[config.mk]
export PLATFORM = sky130hd
export DESIGN_NAME = id_issue_queue
export DESIGN_NICKNAME = d
export VERILOG_FILES = /design/src/rtl/id_pkg.sv /design/src/rtl/id_exc_classify.sv /design/src/rtl/id_issue_queue.sv
export SDC_FILE = /design/constraint.sdc
export NUM_CORES = 1
export LEC_CHECK = 0
export BUFFER_PORTS_ARGS = -buffer_cell sky130_fd_sc_hd__buf_2
export CELL_PAD_IN_SITES_DETAIL_PLACEMENT = 1
export CELL_PAD_IN_SITES_GLOBAL_PLACEMENT = 2
export CORE_ASPECT_RATIO = 0.75
export CORE_MARGIN = 2
export CORE_UTILIZATION = 40
export CTS_BUF_LIST = sky130_fd_sc_hd__clkbuf_2
export DETAILED_ROUTE_END_ITERATION = 10
export PLACE_DENSITY = 0.77
export SLEW_MARGIN = 20
export SYNTH_ARGS = -nofsm -noshare
export SYNTH_HDL_FRONTEND = slang
export SYNTH_SLANG_ARGS = --single-unit
export TNS_END_PERCENT = 20
[constraint.sdc]
create_clock -name clk -period 11.1 [get_ports clk]
set_input_delay 2.22 -clock clk [delete_from_list [all_inputs] [get_ports clk]]
set_output_delay 2.22 -clock clk [all_outputs]
set_load 0.03 [all_outputs]
[src/rtl/id_pkg.sv]
// Shared decode constants and instruction-field helpers for the ID issue queue.
package id_pkg;

  localparam logic [5:0] OP_SPECIAL = 6'h00;
  localparam logic [5:0] OP_REGIMM  = 6'h01;
  localparam logic [5:0] OP_J       = 6'h02;
  localparam logic [5:0] OP_JAL     = 6'h03;
  localparam logic [5:0] OP_BEQ     = 6'h04;
  localparam logic [5:0] OP_BNE     = 6'h05;
  localparam logic [5:0] OP_COP0    = 6'h10;
  localparam logic [5:0] OP_SB      = 6'h28;
  localparam logic [5:0] OP_SH      = 6'h29;
  localparam logic [5:0] OP_SW      = 6'h2B;

  localparam logic [5:0] FN_SLL     = 6'h00;
  localparam logic [5:0] FN_SRL     = 6'h02;
  localparam logic [5:0] FN_SRA     = 6'h03;
  localparam logic [5:0] FN_SYSCALL = 6'h0C;
  localparam logic [5:0] FN_BREAK   = 6'h0D;

  localparam logic [4:0] CP0_MF = 5'h00;
  localparam logic [4:0] CP0_MT = 5'h04;
  localparam logic [31:0] INS_ERET = 32'h4200_0018;

  localparam logic [4:0] EXC_SYS = 5'h08;
  localparam logic [4:0] EXC_BP  = 5'h09;
  localparam logic [4:0] EXC_RI  = 5'h0A;

  typedef enum logic {ST_RUN, ST_BLOCK} iq_state_t;

  typedef struct packed {
    logic [31:0] ins;
    logic [31:0] pc;
    logic        exc;
    logic [4:0]  exccode;
    logic [31:0] badvaddr;
  } iq_entry_t;

  function automatic logic uses_rs(input logic [31:0] ins);
    logic [5:0] op, fn;
    op = ins[31:26];
    fn = ins[5:0];
    return !((op == OP_SPECIAL && fn inside {FN_SLL, FN_SRL, FN_SRA}) ||
             op inside {OP_J, OP_JAL} || op == OP_COP0);
  endfunction

  function automatic logic uses_rt(input logic [31:0] ins);
    logic [5:0] op;
    op = ins[31:26];
    return op == OP_SPECIAL || op inside {OP_BEQ, OP_BNE, OP_SB, OP_SH, OP_SW} ||
           (op == OP_COP0 && ins[25:21] == CP0_MT);
  endfunction

  // Supported set: MIPS-I integer core plus MFC0/MTC0/ERET.
  function automatic logic is_legal(input logic [31:0] ins);
    logic [5:0] op, fn;
    op = ins[31:26];
    fn = ins[5:0];
    if (op == OP_SPECIAL)
      return fn inside {6'h00, 6'h02, 6'h03, 6'h04, 6'h06, 6'h07, 6'h08, 6'h09,
                        6'h0C, 6'h0D, [6'h10:6'h13], [6'h18:6'h1B], [6'h20:6'h27],
                        6'h2A, 6'h2B};
    if (op == OP_REGIMM)
      return ins[20:16] inside {5'h00, 5'h01, 5'h10, 5'h11};
    if (op == OP_COP0)
      return ins[25:21] == CP0_MF || ins[25:21] == CP0_MT || ins == INS_ERET;
    return op inside {[6'h02:6'h0F], 6'h20, 6'h21, 6'h23, 6'h24, 6'h25,
                      OP_SB, OP_SH, OP_SW};
  endfunction

  // Head reads register rw as a source (r0 never creates a dependency).
  function automatic logic src_hit(input logic [31:0] ins, input logic [4:0] rw);
    return rw != 5'd0 && ((uses_rs(ins) && ins[25:21] == rw) ||
                          (uses_rt(ins) && ins[20:16] == rw));
  endfunction

endpackage

[src/rtl/id_exc_classify.sv]
// Combinational exception classification of the queue head.
module id_exc_classify
  import id_pkg::*;
(
  input  logic [31:0] ins,
  input  logic        fe_exc,
  input  logic [4:0]  fe_exccode,
  input  logic [31:0] fe_badvaddr,
  output logic        exc,
  output logic [4:0]  exccode,
  output logic [31:0] badvaddr
);

  always_comb begin
    exc      = 1'b0;
    exccode  = 5'd0;
    badvaddr = 32'd0;
    if (fe_exc) begin
      exc      = 1'b1;
      exccode  = fe_exccode;
      badvaddr = fe_badvaddr;
    end else if (ins[31:26] == OP_SPECIAL && ins[5:0] == FN_SYSCALL) begin
      exc     = 1'b1;
      exccode = EXC_SYS;
    end else if (ins[31:26] == OP_SPECIAL && ins[5:0] == FN_BREAK) begin
      exc     = 1'b1;
      exccode = EXC_BP;
    end else if (!is_legal(ins)) begin
      exc     = 1'b1;
      exccode = EXC_RI;
    end
  end

endmodule

[src/rtl/id_issue_queue.sv]
// Decode/issue buffer: circular queue with head classification, load-use stall and exception blocking.
module id_issue_queue
  import id_pkg::*;
#(
  parameter int DEPTH    = 4,
  parameter int LOAD_LAT = 1,
  parameter int CNT_W    = 16
) (
  input  logic             clk,
  input  logic             rst,
  input  logic             in_valid,
  output logic             in_ready,
  input  logic [31:0]      in_ins,
  input  logic [31:0]      in_pc,
  input  logic             in_exc,
  input  logic [4:0]       in_exccode,
  input  logic [31:0]      in_badvaddr,
  output logic             out_valid,
  input  logic             out_ready,
  output logic [31:0]      out_ins,
  output logic [31:0]      out_pc,
  output logic             out_exc,
  output logic [4:0]       out_exccode,
  output logic [31:0]      out_badvaddr,
  input  logic             ex_memread,
  input  logic [4:0]       ex_rw,
  input  logic             mem_memread,
  input  logic [4:0]       mem_rw,
  input  logic             ex_exc,
  input  logic             mem_exc,
  input  logic             flush,
  output logic [CNT_W-1:0] stall_cnt
);

  localparam int PW = $clog2(DEPTH);

  iq_entry_t   mem [DEPTH];
  iq_entry_t   head;
  logic [PW-1:0] rd_ptr, wr_ptr;
  logic [PW:0]   count;
  iq_state_t   state, state_nxt;
  logic        hz, push, pop, nonempty;

  assign nonempty = count != '0;
  // Empty queue presents an all-zero entry so out_* read as zero.
  assign head = nonempty ? mem[rd_ptr] : '0;

  id_exc_classify u_cls (
    .ins         (head.ins),
    .fe_exc      (head.exc),
    .fe_exccode  (head.exccode),
    .fe_badvaddr (head.badvaddr),
    .exc         (out_exc),
    .exccode     (out_exccode),
    .badvaddr    (out_badvaddr)
  );

  assign hz = (ex_memread && src_hit(head.ins, ex_rw)) ||
              ((LOAD_LAT >= 2) && mem_memread && src_hit(head.ins, mem_rw)) ||
              ex_exc || mem_exc;

  assign in_ready  = (count < (PW+1)'(DEPTH)) && !flush;
  assign out_valid = nonempty && !hz && state == ST_RUN;
  assign push      = in_valid && in_ready;
  assign pop       = out_valid && out_ready;
  assign out_ins   = head.ins;
  assign out_pc    = head.pc;

  always_ff @(posedge clk) begin
    if (push) mem[wr_ptr] <= '{in_ins, in_pc, in_exc, in_exccode, in_badvaddr};
  end

  always_ff @(posedge clk) begin
    if (rst) begin
      rd_ptr    <= '0;
      wr_ptr    <= '0;
      count     <= '0;
      stall_cnt <= '0;
    end else begin
      if (nonempty && hz && stall_cnt != '1) stall_cnt <= stall_cnt + CNT_W'(1);
      if (flush) begin
        rd_ptr <= '0;
        wr_ptr <= '0;
        count  <= '0;
      end else begin
        if (push) wr_ptr <= wr_ptr + PW'(1);
        if (pop)  rd_ptr <= rd_ptr + PW'(1);
        case ({push, pop})
          2'b10:   count <= count + (PW+1)'(1);
          2'b01:   count <= count - (PW+1)'(1);
          default: count <= count;
        endcase
      end
    end
  end

  always_ff @(posedge clk) begin
    if (rst) state <= ST_RUN;
    else     state <= state_nxt;
  end

  always_comb begin
    state_nxt = state;
    if (flush)                                   state_nxt = ST_RUN;
    else if (state == ST_RUN && pop && out_exc)  state_nxt = ST_BLOCK;
  end

endmodule

==> Word level (Yosys, flattened, before mapping) <==
Memories as Yosys holds them, arrays and structs flattened. A register that Yosys moved wholly into a read port is not among the register bits.
Index checks and enable logic that the tools add are counted.
Widths: inputs -> output; s select.
{ "totals": {"rom_bits": 0, "ramBits": 408, "reg_bits": 24, "in_bits": 121, "latch_bits": 0, "mem_count": 1, "out_inout_bits": 120, "wordCells": 142} }
{ "memory_table": {"columns": ["memory", "words", "width", "read_ports", "rd_clocked_by_memory_dff", "wr", "line", "text"], "rows": [
  ["mem", 4, 102, 1, 1, 1, "id_issue_queue.sv:37", "iq_entry_t mem [DEPTH];"]
]} }
{ "classes": {"n_reduce_logical": 47, "div_mod_pow": 0, "mul": 0, "n_lt_le_gt_ge": 9, "add_sub_neg": 5, "shifts": 0, "n_mux": 39, "eq_ne": 35, "bitwise_logic": 1} }
{ "ops": {"columns": ["cell", "n"], "rows": [
  ["$mux 102", 1],
  ["$eq 6x6->1 const B", 10],
  ["$eq 32x31->1 const B", 1],
  ["$mux 32", 1],
  ["$eq 6x3->1 const B", 5],
  ["$mux 1", 30],
  ["$eq 6x2->1 const B", 4],
  ["$eq 6x4->1 const B", 4],
  ["$logic_and 1x1->1", 21],
  ["$add 16x1->16 const B", 1],
  ["$ne 16x16->1 const B", 1],
  ["$mux 5", 3],
  ["$reduce_bool 15->1", 1],
  ["$ge 6x5->1 const B", 2],
  ["$le 6x5->1 const B", 2],
  ["$logic_not 6->1", 2],
  ["$eq 5x5->1", 2],
  ["$eq 5x5->1 const B", 2],
  ["$logic_not 5->1", 2],
  ["$reduce_bool 5->1", 2],
  ["$logic_or 1x1->1", 9],
  ["$reduce_bool 9->1", 1],
  ["$eq 6x1->1 const B", 1],
  ["$eq 6x5->1 const B", 1],
  ["21 further kinds", 27]
]} }

==> Logic depth before layout (Yosys ltp) <==
Gate-level depths: netlist of run 1.
{ "logic_depth": {"word_depth": 27, "mapped_depth": 16, "depth_no_buf": 12} }

==> Cells and area by module <==
Synthesis of run 1 repeated with hierarchy kept, for this count alone.
{ "hier_totals": {"hier_cells": 993, "area_unflattened_um2": 17993.5} }
{ "modules_own_cells": {"columns": ["mod", "seq_area_each_um2", "cells_per_inst", "n_inst", "area_each_um2"], "rows": [
  ["id_issue_queue", 12772.2, 915, 1, 17479.3],
  ["id_exc_classify", 0.0, 78, 1, 514.2]
]} }

==> Worst setup path before layout of run 1 <==
No wires, ideal clock.
{ "synth_path": {"path_kind": "input port to output port", "start": "input ex_rw[0]", "end": "output out_valid", "t_required_ns": 8.880, "path_stages": 9, "path_buffers": 2, "t_arrival_ns": 3.949, "setup_slack_ns": 4.931, "cell_sequence": "nor3_1 a21boi_0 nand4_1 o41ai_1 o211ai_1 and2_4 buf_6 buf_6 nor3b_1"} }
{ "synth_between": {"elab_chain_cells": 10, "elab_cells_between_ends": 13, "classes_between": "eq/ne (2); reduce/logical (11)"} }
{ "synth_lines": {"columns": ["element", "line", "text"], "rows": [
  ["start: declaration", "id_issue_queue.sv:26", "input logic [4:0] ex_rw,"],
  ["$eq 5x5->1, on equally long branches", "id_pkg.sv:73, id_pkg.sv:74", null],
  ["$logic_and 1x1->1, on equally long branches", "id_pkg.sv:73, id_pkg.sv:74", null],
  ["$logic_or 1x1->1", "id_pkg.sv:73", "return rw != 5'd0 && ((uses_rs(ins) && ins[25:21] == rw) ||"],
  ["$logic_and 1x1->1 (*)", "id_pkg.sv:73", null],
  ["$logic_and 1x1->1 (*)", "id_issue_queue.sv:58", "assign hz = (ex_memread && src_hit(head.ins, ex_rw)) ||"],
  ["$logic_or 1x1->1 (*)", "id_issue_queue.sv:59", "((LOAD_LAT >= 2) && mem_memread && src_hit(head.ins, mem_rw)) ||"],
  ["$logic_or 1x1->1 (*)", "id_issue_queue.sv:60", "ex_exc || mem_exc;"],
  ["$logic_not 1->1 (*)", "id_issue_queue.sv:63", "assign out_valid = nonempty && !hz && state == ST_RUN;"],
  ["$logic_and 1x1->1 (*) (2 in series)", "id_issue_queue.sv:63", null],
  ["end: declaration", "id_issue_queue.sv:18", "output logic out_valid,"]
]} }
Mark *: on every way between the ends. The rest lies on a longest branch, timed or not.

==> summary.md, run 1 <==
| Metric | Value |
|---|---|
| Root cell of the clock tree | sky130_fd_sc_hd__clkbuf_2 |
| Overall die area | 45600 µm² |
| Capturing element type of the critical path | output port |
| Number of antenna violations at the first check in global routing | 14 |
| Maximum number of pins on one net before global-route repair | 69 |
| Number of max-capacitance violations reported | 0 |
| Maximum fanout along the worst path | 59 |
| Maximum root-to-sink buffer count | 3 |
| Global-route total usage across every layer | 18.4% |
| Yosys Warn Count | 0 |
| Most used DFF post-synth | sky130_fd_sc_hd__edfxtp_1 |
| Share of synthesized area occupied by flip-flops and latches | 72.7% |
| Number of synthesized flops with an enable pin | 408 |
| Maximum resistive drop on vdd | 0.0000794 V |
| Number of post-CTS setup repair buffers | 0 |
| Chip Height | 185 µm |
| Routed met3 length | 2970 µm |
| Result of the run | complete, no violations |
| Met2 routed wirelength | 20000 µm |
| Final worst path period need | 7.27 ns |
| First DRT Iteration DRCs | 583 |
| Cell chain of the critical path | buf_4 > mux4_2 > nor4b_1 > nand4_1 > o21a_1 > a21oi_1 > a21oi_1 > a31o_2 > buf_2 |
| Design internal power | 0.00228 W |
| Register clock-pin slew on the reported worst setup and hold paths | 0.11 ns |
| Slew headroom | 31.2% |
| Arrival @ worst endpoint | 5.05 ns |
| Number of cells on the worst reg-to-reg path | 13 |
| Critical Path RT | 8.88 ns |
| Clock network fraction of design power | 34.7% |
| Areal power density over the cells | 149 nW/µm² |
| Detail-routed via count per cell | 5.19 |
| CP Capture Point | out_exccode[1] |
| Number of CTS-inserted buffers | 104 |
| PnR worst setup slack | 3.83 ns |
| Highest achievable clock rate | 138 MHz |
| Most repeated library cell on the critical path | sky130_fd_sc_hd__a21oi_1 |
| Hold Buf Count CTS | 0 |
| Actual transition at the worst max-transition pin | 1.03 ns |
| Register bit count reported by yosys | 434 |
| Destination of the worst register-to-register timing path | count[2] |
| Router iterations before antenna repair | 5 |
| Total number of nets in the final design | 1358 |
| TritonCTS clock tree | done |
| Worst setup slack after placement | 4.56 ns |
| Routed met1 length | 17700 µm |
| Post-Route Utilization | 46.8% |
| Worst hold margin | 0.499 ns |
| Setup repair after global routing missed its margin | false |
| Row cnt | 66 |
| Syn nets | 1060 |
| Worst-skew pair later-pin latency | 1.00 ns |
| Highest routed metal layer | met5 |
| Worst hold stages | 2 |
| Via total after detailed routing | 9856 |
| Peak per-stage delay on the critical path | 0.83 ns |
| Distinct cell type count of the synthesized netlist | 54 |
| Critical path startpoint category | flop |
| Crit-path slowest cell | sky130_fd_sc_hd__dfxtp_4 |
| Placed cell areas | 19300 µm² |
| Quantity of gates resized following cts | 0 |
| I/O pin count | 241 |
| DRC errors left | 0 |
| Fraction of power consumed by sequential logic | 60.0% |
| Syn Std Cell Area | 17600 µm² |
| Sum of negative setup slack | 0 ns |
| Syn Area/Cell | 18.8 µm² |
| Category of the most critical setup path | reg -> out |
| Net Switching | 0.000747 W |
| Weighted congestion reported at the end of routability-driven placement | 0.752 |
| Instance count of the mapped netlist | 932 |
| Post-route cell area | 20300 µm² |
| Die W | 246 µm |
| Initial core utilization | 40.5% |
| First-pass GRT wire length | 62500 µm |
| Number of routed nets with antenna violations | 0 |
| Floorplan Core Area | 43400 µm² |
| Aggregate routed wire length | 41600 µm |
| P_leak | 7.17 nW |
| Max-slew violation count | 0 |
| Growth of design area from synthesis to finish | 15.5% |
| Hold crit path type | reg -> reg |
| H-Tree Level Count | 3 |
| Sw Share | 24.7% |
| Power share of the combinational group | 5.3% |
| Proportion of synthesized flip-flops having asynchronous set or reset | 0% |
| Share of the cycle needed by the critical path after routing | 65.5% |
| Routed WL per cell | 21.9 µm |
| Slack of the worst reg-to-reg path | 6.11 ns |
| Clock tree skew after final layout | 0.0926 ns |
| HPWL after detailed placement | 25600 µm |
| Ratio of cells with drive above 1 in the final layout | 39.4% |
| CTS sink count | 434 |
| Total count of hold-check failures in the final report | 0 |
| Grt ovf | 0 |
| Vias in the first global route | 10300 |
| Setup Viol. Count Final | 0 |
| Quantity of I/O buffers inserted on ports | 234 |
## through the flow
stage / instances / power (W)
after global placement: 1702 / 0.00201
after global routing: 1897 / 0.00317
after CTS: 1891 / 0.00308
after floorplan: 932 / 0.00195
final: 1900 / 0.00303
after detailed placement: 1702 / 0.00202
## sequential cells by signal, indices dropped and copies added (netlist names), named ones only
| register | flops |
|---|---|
| mem | 408 |
| stall_cnt | 16 |
| state | 1 |
| rd_ptr | 2 |
| count | 3 |
| wr_ptr | 2 |
## routing by layer
layer | track usage [%] | vias to the layer above
li1 | - | 4448
met1 | 23.8 | 5037
met2 | 28.8 | 280
met3 | 6.75 | 79
met4 | 5.92 | 12
met5 | 0 | -
## cells in the mapped netlist, drive strengths merged, types with 5 or more instances
| cell type | count | area share (%) |
|---|---|---|
| o21ai | 13 | 0.37 |
| nor2b | 13 | 0.46 |
| buf | 18 | 0.71 |
| mux4 | 103 | 13 |
| nand3 | 9 | 0.26 |
| nand4 | 14 | 0.50 |
| dfxtp | 26 | 3.0 |
| ha | 6 | 0.43 |
| xor2 | 5 | 0.25 |
| nor4 | 9 | 0.36 |
| edfxtp | 408 | 70 |
| clkbuf | 33 | 0.88 |
| a21oi | 20 | 0.57 |
| inv | 9 | 0.19 |
| and2 | 67 | 2.4 |
| or3 | 7 | 0.25 |
| mux2 | 12 | 0.77 |
| and3 | 41 | 1.5 |
| nand2b | 9 | 0.32 |
| nor2 | 33 | 0.71 |
| nand2 | 14 | 0.30 |
| nor3 | 18 | 0.51 |
## cells in the final DEF (no fill, tap or decap), types with 6 or more instances in the layout
cell type                  count
sky130_fd_sc_hd__edfxtp_1    408
sky130_fd_sc_hd__buf_2       234
sky130_fd_sc_hd__clkbuf_2    137
sky130_fd_sc_hd__mux4_2       95
sky130_fd_sc_hd__and2_1       66
sky130_fd_sc_hd__clkinv_1     39
sky130_fd_sc_hd__and3_1       37
sky130_fd_sc_hd__nor2_1       33
sky130_fd_sc_hd__dfxtp_1      24
sky130_fd_sc_hd__a21oi_1      20
sky130_fd_sc_hd__nor3_1       17
sky130_fd_sc_hd__nand4_1      14
sky130_fd_sc_hd__nand2_1      14
sky130_fd_sc_hd__o21ai_0      13
sky130_fd_sc_hd__nor2b_1      13
sky130_fd_sc_hd__mux2_2       12
sky130_fd_sc_hd__buf_4        10
sky130_fd_sc_hd__diode_2       9
sky130_fd_sc_hd__nand2b_1      9
sky130_fd_sc_hd__inv_1         9
sky130_fd_sc_hd__nand3_1       9
sky130_fd_sc_hd__mux4_1        8
sky130_fd_sc_hd__nor4_1        8
sky130_fd_sc_hd__or3_1         6
sky130_fd_sc_hd__ha_1          6
sky130_fd_sc_hd__clkinv_2      6
## worst min path at each step
stage | slack (ns) | startpoint | endpoint
floorplan | 0.46 | state | state
global placement | 0.48 | stall_cnt[10] | stall_cnt[10]
detailed placement | 0.49 | rd_ptr[0] | flop
CTS | 0.50 | rd_ptr[0] | flop
global route | 0.53 | rd_ptr[0] | flop
finish | 0.50 | rd_ptr[0] | flop
## cells by family after synthesis
kind of cell,synth area share [%]
flops,72.7
simple gates,8.47
mux,14.4
buf+inv,1.82
compound gates,1.65
xor+xnor,0.449
fa+ha+maj,0.541
## area by class of cell
cell class | instances | area (µm²)
clock inverters | 52 | 294
diodes | 9 | 22.5
multi-input cells | 437 | 4510
inverters | 9 | 33.8
repair buffers | 244 | 1250
flip-flops and latches | 434 | 12800
clock buffers | 137 | 686
well taps | 578 | 723
fillers | 4284 | 23100
## critical path, delay by kind of cell (launching register included)
kind	cells	cell delay, ns
DFF	1	0.83
AOI/OAI and AO/OA	4	0.79
and+or+nand+nor	2	0.89
buffers and inverters	2	1.02
muxes	1	0.54
## power groups by stage
stage	Clock (W)	Combinational, W	Sequential, W
2_1_floorplan	0	0.0000900	0.00186
3_3_place_gp	0	0.000157	0.00185
3_5_place_dp	0	0.000161	0.00186
4_1_cts	0.00110	0.000162	0.00182
5_1_grt	0.00118	0.000174	0.00182
6_report	0.00105	0.000159	0.00182
Note: power is estimated with default switching activity, not from simulation.
==> run 2: changes to the inputs <==
--- a/config.mk
+++ b/config.mk
@@ -13,7 +13,7 @@
 export CORE_UTILIZATION = 40
 export CTS_BUF_LIST = sky130_fd_sc_hd__clkbuf_2
 export DETAILED_ROUTE_END_ITERATION = 10
-export PLACE_DENSITY = 0.77
+export PLACE_DENSITY = 0.8
 export SLEW_MARGIN = 20
 export SYNTH_ARGS = -nofsm -noshare
 export SYNTH_HDL_FRONTEND = slang
==> constraint.sdc (replaced) <==
create_clock -name clk -period 6.3 [get_ports clk]
set_input_delay 1.26 -clock clk [delete_from_list [all_inputs] [get_ports clk]]
set_output_delay 1.26 -clock clk [all_outputs]
set_load 0.03 [all_outputs]
==> run 2 against run 1 <==
  * Combinational power is 78% higher
  * Routed wire length is 1.3% higher
  * Flip-flop and latch count stayed put
  * Count of clock-buffer cells in the layout is 12 higher
  * Die area stayed put
  * Core utilization hardly changed
  * Sequential share of layout area hardly changed
  * Clock power is 70% higher
  * Clock skew is 0.025 ns lower
  * Register-to-register slack worse by 4.2 ns
  * Final area hardly changed
  * Critical endpoint is now out_exccode[3]
==> summary.md, run 2 (synthesized netlist as in run 1, its figures left out) <==
| Metric | Value |
|---|---|
| Result of the run | complete, no violations |
| Design internal power | 0.00397 W (+74%) |
| Post-Route Utilization | 46.8% (about the same) |
| Placed cell areas | 19400 µm² (+0.37%) |
| Buf+Inv Stages, Crit Path | 1 (-1) |
| Growth of design area from synthesis to finish | 15.5% (about the same) |
| Die W | 246 µm (unchanged) |
| Clock network fraction of design power | 33.9% (-0.8 points) |
| Category of the most critical setup path | reg -> out |
| I/O pin count | 241 (unchanged) |
| Detail-routed via count per cell | 5.17 (-0.39%) |
| Slew headroom | 35.9% (+4.8 points) |
| Row cnt | 66 (unchanged) |
| Areal power density over the cells | 260 nW/µm² (+74%) |
| First DRT Iteration DRCs | 490 (-16%) |
| Hold Buf Count CTS | 0 (unchanged) |
| Global-route total usage across every layer | 18.7% (+0.31 points) |
| CP delay by family, top | simple AND/OR/NAND/NOR gates |
| Total count of hold-check failures in the final report | 0 (unchanged) |
| Highest achievable clock rate | 174 MHz |
| Worst setup slack after placement | 1.54 ns (-3.03 ns) |
| PnR worst setup slack | 0.559 ns (-3.27 ns) |
| Quantity of I/O buffers inserted on ports | 234 (unchanged) |
| CTS sink count | 434 (unchanged) |
| Largest registers ranked by flip-flop count | mem: 408 flops, stall_cnt: 16 flops, count: 3 flops |
| Maximum resistive drop on vdd | 0.000135 V (+70%) |
| Register clock-pin slew on the reported worst setup and hold paths | 0.11 ns (about the same) |
| Power share of the combinational group | 5.4% (about the same) |
| Slack of the worst reg-to-reg path | 1.89 ns (-4.22 ns) |
| Actual transition at the worst max-transition pin | 0.961 ns (-0.0713 ns) |
| Quantity of gates resized following cts | 0 (unchanged) |
| Net Switching | 0.00131 W (+75%) |
| Number of max-capacitance violations reported | 0 (unchanged) |
| Fraction of power consumed by sequential logic | 60.7% (+0.7 points) |
| Critical path startpoint category | flop |
| Grt ovf | 0 (unchanged) |
| Sw Share | 24.8% (+0.11 points) |
| Peak per-stage delay on the critical path | 0.77 ns (-0.06 ns) |
| Destination of the worst register-to-register timing path | count[2] |
| Arrival @ worst endpoint | 4.48 ns (-0.57 ns) |
| Aggregate routed wire length | 42200 µm (+1.3%) |
| First-pass GRT wire length | 63000 µm (+0.88%) |
| Post-route cell area | 20300 µm² (about the same) |
| Maximum number of pins on one net before global-route repair | 73 (+5.8%) |
| P_leak | 7.22 nW (+0.66%) |
| Crit-path slowest cell | sky130_fd_sc_hd__dfxtp_4 |
| Router iterations before antenna repair | 5 (unchanged) |
| Initial core utilization | 40.5% (unchanged) |
| Total number of nets in the final design | 1366 (+0.59%) |
| Worst hold stages | 1 (-1) |
| Capturing element type of the critical path | output port |
| Commonest cells after routing, fill and taps aside | 408 x sky130_fd_sc_hd__edfxtp_1, 234 x sky130_fd_sc_hd__buf_2, 149 x sky130_fd_sc_hd__clkbuf_2 |
| H-Tree Level Count | 3 (unchanged) |
| Number of CTS-inserted buffers | 105 (+0.96%) |
| Final worst path period need | 5.74 ns |
| HPWL after detailed placement | 26500 µm (+3.4%) |
| Maximum fanout along the worst path | 33 (-44%) |
| Floorplan Core Area | 43400 µm² (unchanged) |
| Share of the cycle needed by the critical path after routing | 91.1% |
| Cell chain of the critical path | mux4_1 > nor3_1 > a21oi_1 > or2_2 > o21ai_0 > nand3b_1 > o21a_1 > buf_2 |
| Design Power | 0.00528 W (+74%) |
| Number of cells on the worst reg-to-reg path | 13 (unchanged) |
| Number of post-CTS setup repair buffers | 0 (unchanged) |
| Maximum root-to-sink buffer count | 3 (unchanged) |
| Hold-critical path endpoint | mem[0][64] |
| Overall die area | 45600 µm² (unchanged) |
| Chip Height | 185 µm (unchanged) |
| TritonCTS clock tree | done |
| Max-slew violation count | 0 (unchanged) |
| Launch point of the worst hold path | in_pc[26] |
| Largest register FFs | 408 (unchanged) |
| Weighted congestion reported at the end of routability-driven placement | 0.786 (+4.6%) |
| Root cell of the clock tree | sky130_fd_sc_hd__clkbuf_2 |
| Hold crit path type | in -> reg |
| Vias in the first global route | 10400 (+1.4%) |
| Ratio of cells with drive above 1 in the final layout | 40.6% (+1.2 points) |
| Commonest non-fill, non-tap cell in the layout | sky130_fd_sc_hd__edfxtp_1 |
| Sum of negative setup slack | 0 ns (unchanged) |
| Setup repair after global routing missed its margin | false |
| Via total after detailed routing | 9823 (-0.33%) |
| Clock tree skew after final layout | 0.0673 ns (-0.0252 ns) |
| Largest register by flop count | mem |
| Worst-skew pair later-pin latency | 1.07 ns (+0.07 ns) |
| Number of antenna violations at the first check in global routing | 14 (unchanged) |
| DRC errors left | 0 (unchanged) |
| Routed WL per cell | 22.2 µm (+1.3%) |
| Critical Path RT | 5.04 ns (-3.84 ns) |
| Setup Viol. Count Final | 0 (unchanged) |
| Number of routed nets with antenna violations | 0 (unchanged) |
[run 2: changes by cell type in the layout (fill, tap and decap cells not counted), moves of 2 or more]
cell	delta
sky130_fd_sc_hd__clkbuf_2	+12
sky130_fd_sc_hd__buf_4	+6
sky130_fd_sc_hd__clkinv_1	-15
sky130_fd_sc_hd__bufinv_16	-2
sky130_fd_sc_hd__inv_2	+3
[run 2: worst max-delay path by stage]
stage | slack (ns) | startpoint | cells past startpoint | end
6_report | 0.56 | flop | 8 | out_exccode[3]
3_5_place_dp | 1.54 | flop | 9 | out_exccode[1]
2_1_floorplan | 1.52 | flush | 2 | mem[0][0]
3_3_place_gp | 1.53 | flop | 9 | out_exccode[1]
4_1_cts | 0.32 | flop | 9 | out_exccode[1]
5_1_grt | 0.07 | flop | 9 | out_valid
[run 2: metrics by stage]
step                      hold WS, ns  cells
after global routing            0.265   1896
after detailed placement        0.494   1709
after floorplan                 0.460    932
after CTS                       0.233   1893
after global placement          0.486   1709
final                           0.403   1901
[run 2: worst register-to-register path, stage by stage, from the launching register on]
cell and delay (ns):
sky130_fd_sc_hd__dfxtp_4 0.77, sky130_fd_sc_hd__buf_4 0.57, sky130_fd_sc_hd__mux4_1 0.74, sky130_fd_sc_hd__nand2b_1 0.18, sky130_fd_sc_hd__nand4_1 0.10, sky130_fd_sc_hd__a21oi_1 0.20, sky130_fd_sc_hd__or4_4 0.18, sky130_fd_sc_hd__and3_1 0.31
sky130_fd_sc_hd__ha_1 0.24, sky130_fd_sc_hd__inv_1 0.06, sky130_fd_sc_hd__fa_1 0.37, sky130_fd_sc_hd__xor2_1 0.15, sky130_fd_sc_hd__or3_1 0.31, sky130_fd_sc_hd__a21oi_1 0.16
[run 2: layer usage]
| layer | global-route usage, % | share of wire [%] | vias up |
|---|---|---|---|
| met5 | 0 | 0.17 | - |
| met4 | 6.93 | 2.3 | 10 |
| met3 | 5.62 | 5.8 | 78 |
| met2 | 30.8 | 50 | 263 |
| met1 | 23.4 | 42 | 5016 |
| li1 | - | - | 4456 |
[run 2: power by group through the flow]
stage,combinational [W],clock (W),sequential [W]
floorplan,0.000159,0,0.00327
finish,0.000283,0.00179,0.00320
global route,0.000307,0.00201,0.00321
detailed placement,0.000287,0,0.00327
global placement,0.000277,0,0.00326
CTS,0.000287,0.00187,0.00320
[run 2: final cells by class]
class                      instances  area, µm²
fill                            4311      23100
sequential                       434      12800
multi-input combinational        437       4510
timing repair buffer             251       1310
clock buffer                     149        746
tap                              578        723
clock inverter                    35        168
inverter                           9       33.8
antenna                            8       20.0
==> run 3: changes to the inputs <==
--- a/config.mk
+++ b/config.mk
@@ -5,7 +5,6 @@
 export SDC_FILE = /design/constraint.sdc
 export NUM_CORES = 1
 export LEC_CHECK = 0
-export BUFFER_PORTS_ARGS = -buffer_cell sky130_fd_sc_hd__buf_2
 export CELL_PAD_IN_SITES_DETAIL_PLACEMENT = 1
 export CELL_PAD_IN_SITES_GLOBAL_PLACEMENT = 2
 export CORE_ASPECT_RATIO = 0.75
@@ -13,7 +12,8 @@
 export CORE_UTILIZATION = 40
 export CTS_BUF_LIST = sky130_fd_sc_hd__clkbuf_2
 export DETAILED_ROUTE_END_ITERATION = 10
-export PLACE_DENSITY = 0.8
+export DONT_BUFFER_PORTS = 1
+export PLACE_DENSITY = 0.73
 export SLEW_MARGIN = 20
 export SYNTH_ARGS = -nofsm -noshare
 export SYNTH_HDL_FRONTEND = slang
==> run 3 against run 2 <==
  * First-iteration DRC count increased by 13%
  * Clock skew increased by 0.016 ns
  * Non-clock buffer count decreased by 232
  * Critical endpoint is now out_exccode[0]
  * Cell count decreased by 12%
  * Worst setup slack got worse by 0.065 ns
  * Critical path depth decreased by 2
  * Routed wire length decreased by 2.4%
==> summary.md, run 3 (synthesized netlist as in run 1, its figures left out) <==
| Metric | Value |
|---|---|
| Result of the run | complete, no violations |
| Share of the cycle needed by the critical path after routing | 92.2% (+1.0 points) |
| Hold Buf Count CTS | 0 (unchanged) |
| Slack of the worst reg-to-reg path | 2.22 ns (+0.33 ns) |
| Placed cell areas | 18200 µm² (-6.0%) |
| Number of max-capacitance violations reported | 0 (unchanged) |
| Commonest non-fill, non-tap cell in the layout | sky130_fd_sc_hd__edfxtp_1 |
| Number of antenna violations at the first check in global routing | 3 (-11) |
| Maximum fanout along the worst path | 16 (-52%) |
| Maximum root-to-sink buffer count | 3 (unchanged) |
| Commonest cells after routing, fill and taps aside | 408 x sky130_fd_sc_hd__edfxtp_1, 158 x sky130_fd_sc_hd__clkbuf_2, 95 x sky130_fd_sc_hd__mux4_2 |
| Root cell of the clock tree | sky130_fd_sc_hd__clkbuf_2 |
| Total count of hold-check failures in the final report | 0 (unchanged) |
| First DRT Iteration DRCs | 554 (+13%) |
| Destination of the worst register-to-register timing path | count[2] |
| Total of fill cells in the finished design | 4207 (-2.4%) |
| Area used by multi-input combinational logic | 4510 µm² (-0.14%) |
| Weighted congestion reported at the end of routability-driven placement | 0.765 (-2.6%) |
| Launch point of the worst hold path | in_badvaddr[31] |
| Row cnt | 66 (unchanged) |
| Largest register FFs | 408 (unchanged) |
| Overall die area | 45600 µm² (unchanged) |
| Maximum resistive drop on vdd | 0.000168 V (+24%) |
| Maximum number of pins on one net before global-route repair | 103 (+41%) |
| Worst hold margin | 0.256 ns (-0.147 ns) |
| Router iterations before antenna repair | 4 (-1) |
| Net Switching | 0.00126 W (-3.5%) |
| Category of the most critical setup path | reg -> out |
| Floorplan Core Area | 43400 µm² (unchanged) |
| CTS sink count | 434 (unchanged) |
| Sum of negative setup slack | 0 ns (unchanged) |
| Flip-flop and latch area | 12800 µm² (unchanged) |
| Detail-routed via count per cell | 5.37 (+3.9%) |
| Clock tree skew after final layout | 0.0830 ns (+0.0157 ns) |
| Areal power density over the cells | 274 nW/µm² (+5.5%) |
| Growth of design area from synthesis to finish | 9.28% |
| Worst setup slack after placement | 1.31 ns (-0.223 ns) |
| Fraction of power consumed by sequential logic | 60.8% (about the same) |
| Hold-critical path endpoint | mem[0][31] |
| P_leak | 6.15 nW (-15%) |
| HPWL after detailed placement | 25100 µm (-5.3%) |
| Die W | 246 µm (unchanged) |
| Setup Viol. Count Final | 0 (unchanged) |
| Chip Height | 185 µm (unchanged) |
| TritonCTS clock tree | done |
| Number of cells on the worst reg-to-reg path | 12 (-1) |
| Worst hold stages | 0 (-1) |
| Hold crit path type | in -> reg |
| Capturing element type of the critical path | output port |
| Register clock-pin slew on the reported worst setup and hold paths | 0.11 ns (about the same) |
| Ratio of cells with drive above 1 in the final layout | 28.4% (-12 points) |
| H-Tree Level Count | 3 (unchanged) |
| Via total after detailed routing | 8935 (-9.0%) |
| PnR worst setup slack | 0.494 ns (-0.0647 ns) |
| Highest achievable clock rate | 172 MHz (-1.1%) |
| I/O pin count | 241 (unchanged) |
| Clock network fraction of design power | 35.3% (+1.4 points) |
| Vias in the first global route | 9529 (-8.7%) |
| First-pass GRT wire length | 60900 µm (-3.4%) |
| Setup repair after global routing missed its margin | false |
| Post-route cell area | 19200 µm² (-5.4%) |
| Final worst path period need | 5.81 ns (+0.0647 ns) |
| Power share of the combinational group | 3.8% (-1.6 points) |
| Number of routed nets with antenna violations | 0 (unchanged) |
| Arrival @ worst endpoint | 4.55 ns (+0.07 ns) |
| Max-slew violation count | 0 (unchanged) |
| Critical path startpoint category | flop |
| Initial core utilization | 40.5% (unchanged) |
| Largest register by flop count | mem |
| Aggregate routed wire length | 41200 µm (-2.4%) |
| Number of CTS-inserted buffers | 103 (-1.9%) |
| Actual transition at the worst max-transition pin | 0.961 ns (-0.000415 ns) |
| Design Power | 0.00527 W (-0.18%) |
| Slew headroom | 35.7% (-0.21 points) |
| Worst-skew pair later-pin latency | 1.09 ns (+0.02 ns) |
| Routed WL per cell | 24.7 µm (+11%) |
| Sw Share | 24.0% (-0.83 points) |
| Design internal power | 0.00400 W (+0.92%) |
| Largest registers ranked by flip-flop count | mem: 408 flops, stall_cnt: 16 flops, count: 3 flops |
| Global-route total usage across every layer | 18.2% (-0.51 points) |
| DRC errors left | 0 (unchanged) |
| Quantity of I/O buffers inserted on ports | 0 (-100%) |
| Critical Path RT | 5.04 ns (about the same) |
| Total number of nets in the final design | 1132 (-17%) |
| Grt ovf | 0 (unchanged) |
## run 3: cell count changes in the layout (fill, tap and decap cells not counted), sizes merged
cell,previous run,this run
inv,13,11
bufinv,1,2
buf,251,19
clkbuf,149,158
diode,8,3
clkinv,29,22
## run 3: layout make-up
cell class                      instances  area share [%]
Clock inverter                         27           0.906
Clock buffer                          158            4.12
Inverter                                9           0.176
Sequential cell                       434            66.6
Multi-Input combinational cell        437            23.5
Antenna cell                            3          0.0391
Tap cell                              578            3.77
Timing Repair Buffer                   19           0.958
## run 3: routing by layer
| layer | part of all wire [%] | vias up | routed length [µm] | global-route usage [%] |
|---|---|---|---|---|
| met5 | 0 | - | 0 | 0 |
| met4 | 2.2 | 0 | 920 | 6.04 |
| met3 | 8.8 | 65 | 3610 | 7.90 |
| met2 | 47 | 268 | 19600 | 28.5 |
| met1 | 42 | 4633 | 17100 | 22.7 |
| li1 | - | 3969 | - | - |
## run 3: worst max-delay path, cell delays in order (launching register included)
cell and delay (ns):
sky130_fd_sc_hd__dfxtp_4 0.61, sky130_fd_sc_hd__mux4_1 0.73, sky130_fd_sc_hd__nor3_1 0.52, sky130_fd_sc_hd__a21oi_1 0.27
sky130_fd_sc_hd__or2_2 0.35, sky130_fd_sc_hd__or3_1 0.33, sky130_fd_sc_hd__a21oi_1 0.71
## run 3: worst max path at each step
| stage | start | endpoint |
|---|---|---|
| final | flop | out_exccode[0] |
| after global routing | flop | out_exccode[0] |
| after CTS | flop | out_exccode[3] |
| after detailed placement | flop | out_exccode[3] |
| after global placement | flop | out_exccode[3] |
| after floorplan | flush | mem[0][0] |
## run 3: power groups by stage
stage / registers, W / logic, W / clock network [W]
finish: 0.00320 / 0.000201 / 0.00186
detailed placement: 0.00327 / 0.000204 / 0
floorplan: 0.00327 / 0.000159 / 0
global route: 0.00321 / 0.000216 / 0.00209
CTS: 0.00320 / 0.000205 / 0.00195
global placement: 0.00327 / 0.000202 / 0
## run 3: per-stage QoR
step	util, %	std cells
6_report	44.3	1665
5_1_grt	44.3	1665
4_1_cts	44.2	1661
3_5_place_dp	42.0	1476
3_3_place_gp	42.0	1476
2_1_floorplan	-	932
## run 3: repair_timing
item,4_1_cts,5_1_grt
endpoints found under the setup margin,0,2
gates resized for setup,0,1
buffers inserted,0,1
hold endpoints to repair,0,0
